--- src/rtl/enable_prescaler.sv ---
// Programmable tick generator: emits one-cycle enable pulses every div+1 clocks,
// continuously or as a burst of N pulses, with a done pulse on the final one.
module enable_prescaler #(
   parameter int WIDTH       = 8,
   parameter int DEFAULT_DIV = 3
) (
   input  logic             clock,
   input  logic             reset,
   input  logic [WIDTH-1:0] div_value_i,
   input  logic             div_load_i,
   input  logic [3:0]       burst_len_i,
   input  logic             start_i,
   input  logic             stop_i,
   output logic             enable_o,
   output logic             done_o,
   output logic             busy_o
);

   typedef enum logic {IDLE = 1'b0, RUN = 1'b1} state_t;

   state_t           state_q, state_d;
   logic [WIDTH-1:0] div_q, div_d;
   logic [WIDTH-1:0] pre_cnt_q, pre_cnt_d;
   logic [3:0]       left_q, left_d;
   logic             cont_q, cont_d;
   logic             enable_q, enable_d;
   logic             done_q, done_d;

   always_ff @(posedge clock) begin
      if (reset) begin
         state_q   <= IDLE;
         div_q     <= WIDTH'(DEFAULT_DIV);
         pre_cnt_q <= '0;
         left_q    <= '0;
         cont_q    <= 1'b0;
         enable_q  <= 1'b0;
         done_q    <= 1'b0;
      end else begin
         state_q   <= state_d;
         div_q     <= div_d;
         pre_cnt_q <= pre_cnt_d;
         left_q    <= left_d;
         cont_q    <= cont_d;
         enable_q  <= enable_d;
         done_q    <= done_d;
      end
   end

   always_comb begin
      state_d   = state_q;
      div_d     = div_q;
      pre_cnt_d = pre_cnt_q;
      left_d    = left_q;
      cont_d    = cont_q;
      enable_d  = 1'b0;
      done_d    = 1'b0;
      case (state_q)
         IDLE: begin
            // Load and start may coincide; the freshly loaded divisor then governs the run.
            if (div_load_i) begin
               div_d = div_value_i;
            end
            if (start_i && !stop_i) begin
               state_d   = RUN;
               pre_cnt_d = '0;
               left_d    = burst_len_i;
               cont_d    = (burst_len_i == 4'd0);
            end
         end
         RUN: begin
            if (stop_i) begin
               state_d   = IDLE;
               pre_cnt_d = '0;
            end else if (pre_cnt_q == div_q) begin
               enable_d  = 1'b1;
               pre_cnt_d = '0;
               if (!cont_q) begin
                  left_d = left_q - 4'd1;
                  if (left_q == 4'd1) begin
                     done_d  = 1'b1;
                     state_d = IDLE;
                  end
               end
            end else begin
               pre_cnt_d = pre_cnt_q + WIDTH'(1);
            end
         end
         default: state_d = IDLE;
      endcase
   end

   assign enable_o = enable_q;
   assign done_o   = done_q;
   assign busy_o   = (state_q == RUN);

endmodule

--- config.mk ---
export PLATFORM = sky130hd
export DESIGN_NAME = enable_prescaler
export DESIGN_NICKNAME = d
export VERILOG_FILES = /design/src/rtl/enable_prescaler.sv
export SDC_FILE = /design/constraint.sdc
export NUM_CORES = 1
export LEC_CHECK = 0
export ABC_AREA = 1
export CAP_MARGIN = 20
export CORE_ASPECT_RATIO = 1.25
export CORE_MARGIN = 5
export CORE_UTILIZATION = 56
export CTS_CLUSTER_DIAMETER = 60
export CTS_CLUSTER_SIZE = 25
export DETAILED_ROUTE_END_ITERATION = 7
export GPL_TIMING_DRIVEN = 0
export PLACE_DENSITY = 0.93
export SYNTH_ARGS = -nofsm -noshare
export SYNTH_HDL_FRONTEND = slang
export SYNTH_SLANG_ARGS = --single-unit
--- constraint.sdc ---
create_clock -name clock -period 2.4 [get_ports clock]
set_input_delay 0.36 -clock clock [delete_from_list [all_inputs] [get_ports clock]]
set_output_delay 0.36 -clock clock [all_outputs]
set_load 0.01 [all_outputs]
---- Word-level counts from Yosys, hierarchy flattened ----
Cells that the tools add are included.
word-level totals
  flip-flop bits (word level) ............. 24
operators by class
  reduce and logical (&&, ||, !) cells .... 8
  bitwise gates (word level) .............. 2
  equal/unequal tests ..................... 6
  muxes and demuxes ....................... 17
  add/sub/neg operators ................... 2
operators with widths
  kind                                                                 number
  8-bit 2-to-1 mux                                                     3
  4-bit 2-to-1 mux                                                     4
  8-bit one-hot mux with 2 select lines                                1
  8-bit by 1-bit adder with 8-bit output (second input constant)       1
  8-bit == test                                                        1
  4-bit one-hot mux with 2 select lines                                1
  1-bit 2-to-1 mux                                                     7
  2-bit != test (second input constant)                                3
  5-bit OR reduction                                                   1
  4-bit by 1-bit == test with 1-bit output (second input constant)     1
  4-bit logical NOT                                                    1
  2-bit AND reduction                                                  2
  4-bit AND reduction                                                  1
  4-bit by 1-bit subtractor with 4-bit output (second input constant)  1
  3-bit OR reduction                                                   1
  2-bit by 1-bit != test with 1-bit output (second input constant)     1
  1-bit inverter                                                       2
  1-bit one-hot mux with 2 select lines                                1
  1-bit logical AND                                                    1
  1-bit logical NOT                                                    1

---- Logic depth before layout (Yosys ltp) ----
  depth after elaboration ................. 6
  depth in mapped cells ................... 9
  gate-level depth less buffers ........... 9

---- Least setup slack after synthesis ----
No wires, ideal clock.
  kind .................................... flip-flop to flip-flop
  from .................................... register left_q[0]
  to ...................................... register left_q[2]
  cell stages (with the launch flop) ...... 8
  setup slack ............................. 1.193 ns
  data required time ...................... 2.285 ns
  arrival ................................. 1.092 ns
  buffers on the path ..................... 0
  cells stage by stage .................... dfxtp_1 inv_1 ha_1 or2_2 nand3_1 nand2_1 a21oi_1 nor2_1
on the way
  longest elaborated chain between the ends .. 5
RTL lines
  item                                         line  text
  from (decl)                                  24    logic [3:0] left_q, left_d;
  from (signal assigned)                       42    left_q <= left_d;
  4-bit by 1-bit subtractor with 4-bit output  78    left_d = left_q - 4'd1;
  4-bit 2-to-1 mux                             77    if (!cont_q) begin
  4-bit 2-to-1 mux                             74    end else if (pre_cnt_q == div_q) begin
  4-bit 2-to-1 mux                             71    if (stop_i) begin
  4-bit one-hot mux with 2 select lines        57    case (state_q)
No other way between the ends. The select of a mux whose other input is x is not followed.
A chain may end at the register's enable or synchronous reset.

---- Worst setup path in the final report ----
  from .................................... register state_q (netlist: busy_o)
  to ...................................... output port busy_o
RTL lines
  item                    line  text
  from (decl)             21    state_t state_q, state_d;
  from (signal assigned)  39    state_q <= state_d;
  to (decl)               16    output logic busy_o
No word-level cell between the ends.

==> metrics.md <==
| Metric | Value |
|---|---|
| Die Span X | `53.0 µm` |
| Post-DP HPWL | `2.08 mm` |
| Simple-Gate Fraction of Synth Area | `0.339` |
| Post-Synth XOR/XNOR Area | `0.0474` |
| Power share of the combinational group | `0.177` |
| Post-route setup slack | `640 ps` |
| Post-Syn Area | `1290 µm²` |
| Cell with the most instances after synthesis | `nand2_1` |
| Post-synthesis cell type count | `27` |
| Tot GR Track Use | `0.200` |
| Vias per cell | `5.40` |
| Outcome | `finished, final reports clean` |
| Synth area leader | `dfxtp_1` |
| Total grt overflow | `0` |
| Finish-stage setup viols | `0` |
| Top cells by count, synth | `nand2_1, dfxtp_1, a21oi_1, nor2_1, nand3_1` |
| Instance area at placement | `1510 µm²` |
| Syn Area/Cell | `7.06 µm²` |
| Worst path top cell family by delay | `buffers and inverters` |
| Top-area cell type share of the netlist area | `0.372` |
| Reg2reg setup slack | `1040 ps` |
| RR Endpoint | `left_q[3]$_SDFFE_PP0P_` |
| CTS resizes | `0` |
| Slew margin rel. | `0.825` |
| Cell count after synthesis | `183` |
| Yosys reg bits | `24` |
| Placer Congestion | `0.887` |
| Remaining antenna violation count after routing | `0` |
| Worst-margin pin slew | `262 ps` |
| Design Area, Final | `1560 µm²` |
| Slowest CP cell | `clkdlybuf4s50_1` |
| Crit-path max FO | `6` |
| Synth Area in Compound Gates | `0.126` |
| Sum of buffers and inverters on the critical path | `1` |
| Maximum buffer depth of the clock tree | `2` |
| Vias in the first global route | `1,200` |
| Clock-pin slew of the registers on the worst-case setup and hold paths | `140 ps` |
| Setup Fix Bufs, Post-CTS | `0` |
| First-pass GRT wire length | `5.11 mm` |
| F_max | `568 MHz` |
| Post-synth EDFFs | `0` |
| Startpoint types | `flop` |
| Final hold viol count | `0` |
| I/O pins | `20` |
| Vias after detailed routing | `1,275` |
| Int Power | `659 µW` |
| Die height | `63.7 µm` |
| Worst Setup End Kind | `output port` |
| Post-route minimum period | `1760 ps` |
| Post-synthesis adder-cell area fraction | `0.0290` |
| Sink Count | `24` |
| Synth async-reset ratio | `0` |
| Sequential share of the synthesized area | `0.372` |
| Worst-skew pair later-pin latency | `330 ps` |
| Layout Nets | `226` |
| Diodes inserted | `0` |
| Net Sw Power | `233 µW` |
| IO buf count | `18` |
| Initial antenna violation count | `0` |
| Clk root buf | `clkbuf_4` |
| Crit path launch | `busy_o$_SDFF_PP0_` |
| Non-Filler Instances | `236` |
| Initial drt markers | `58` |
| Cell total after placement | `232` |
| Fin Setup TNS | `0 ps` |
| Worst slack at placement | `731 ps` |
| Max rail drop VDD | `0.519 mV` |
| Leak pwr | `0.655 nW` |
| Sw Share | `0.261` |
| Critical setup path kind | `flop to output port` |
| RSZ-0062 raised after global routing | `no` |
| Largest family of logic cells by synthesized area | `simple AND/OR/NAND/NOR gates` |
| CP required | `2040 ps` |
| Max-cap violation count | `0` |
| Ys flop type | `dfxtp_1` |
| Syn-to-layout area delta | `21.0%` |
| Yosys warns | `0` |
| Hold Buf Count CTS | `0` |
| Core region area | `2210 µm²` |
| # rows | `19` |
| Crit path to | `busy_o` |
| Post-synthesis mux area share | `0` |
| WP data arrival | `1400 ps` |
| Fin crit share | `0.733` |
| Initial core utilization | `0.585` |
| H-tree depth | `1` |
| Min-Delay Path Class | `input pin to flop` |
| TritonCTS buffer count | `3` |
| Critical register-to-register path startpoint | `pre_cnt_q[3]$_SDFFE_PP0P_` |
| CTS tree | `yes` |
| Die ar. | `3370 µm²` |
| Final WL | `2.90 mm` |
| R2r worst-path depth | `6` |
| Seq pwr share | `0.487` |
| Leading post-synthesis cells by cell area | `dfxtp_1, nand2_1, a21oi_1` |
| Fin Hold WS | `303 ps` |
| DRC | `0` |
| Power density over cell area | `570 nW/µm²` |
| Share of cells above drive strength 1 | `0.0976` |
| Crit path depth | `1` |
| Pin count of the biggest net entering global routing | `15` |
| CP Cell Sequence | `clkdlybuf4s50_1` |
| Clk_skew | `3.77 ps` |
| TritonRoute pass-1 iters | `4` |
| Routed len/inst | `12.3 µm` |
| Syn Nets | `203` |
| Clock power share | `0.336` |
| Slowest Stage Delay on Critical Path | `590 ps` |
| Slew Limit Fails | `0` |
[power groups by stage]
stage / logic [mW] / registers (mW) / clock network, mW
final: 0.158 / 0.434 / 0.300
after global routing: 0.176 / 0.437 / 0.325
after CTS: 0.158 / 0.434 / 0.301
after detailed placement: 0.155 / 0.442 / 0
after global placement: 0.148 / 0.441 / 0
after floorplan: 0.106 / 0.439 / 0
[sequential cells by signal (all words and copies together), names as in the netlist]
| name | count |
|---|---|
| pre_cnt_q | 8 |
| div_q | 8 |
| done_o | 1 |
| left_q | 4 |
| enable_o | 1 |
| cont_q | 1 |
| busy_o | 1 |
[placed cells by master, fill, tap and decap left out, types with 2 or more instances in the layout]
master	count
nor3_1	2
inv_2	5
nor2_1	18
inv_1	16
o21ai_0	12
clkdlybuf4s50_1	18
dfxtp_1	24
xor2_1	2
clkbuf_4	3
nand2_1	44
ha_1	3
nor2_4	2
a21oi_1	19
xnor2_1	5
nand3_1	17
[layer usage]
metal	track usage	up-vias	routed length, µm
met2	0.352	34	1530
met1	0.221	600	1190
met5	0	-	0
li1	-	632	-
met4	0.0990	0	81
met3	0.0354	9	104
[worst min-delay path by stage]
stage,from,cells past startpoint,slack [ps],end
finish,reset,2,300,pre_cnt_q[7]$_SDFFE_PP0P_
global placement,div_q[5]$_SDFFE_PP0P_,2,460,div_q[5]$_SDFFE_PP0P_
CTS,reset,2,300,pre_cnt_q[7]$_SDFFE_PP0P_
floorplan,div_q[4]$_SDFFE_PP0P_,2,440,div_q[4]$_SDFFE_PP0P_
detailed placement,div_q[4]$_SDFFE_PP0P_,2,460,div_q[4]$_SDFFE_PP0P_
global route,reset,2,300,pre_cnt_q[7]$_SDFFE_PP0P_
[metrics by stage]
stage,util,total power [mW]
final,0.707,0.892
after global routing,0.707,0.939
after CTS,0.707,0.893
after detailed placement,0.684,0.597
after global placement,0.684,0.589
after floorplan,-,0.545
[logic make-up (layout without fill, tap and decap cells)]
family,after synthesis,count (layout)
AOI/OAI and AO/OA,32,32
adders and majority gates,3,3
buffers and inverters,24,46
xor gates and xnor gates,7,7
DFF,24,24
and+or+nand+nor,93,93
[area by class of cell]
cell class                      instances  area [µm²]
Fill cell                             172         647
Sequential cell                        24         480
Clock buffer                            3        22.5
Clock inverter                          1        30.0
Buffer                                  2        16.3
Timing Repair Buffer                   18         180
Multi-Input combinational cell        135         699
Tap cell                               31        38.8
Inverter                               22        96.3
Note: power is estimated with default switching activity, not from simulation.
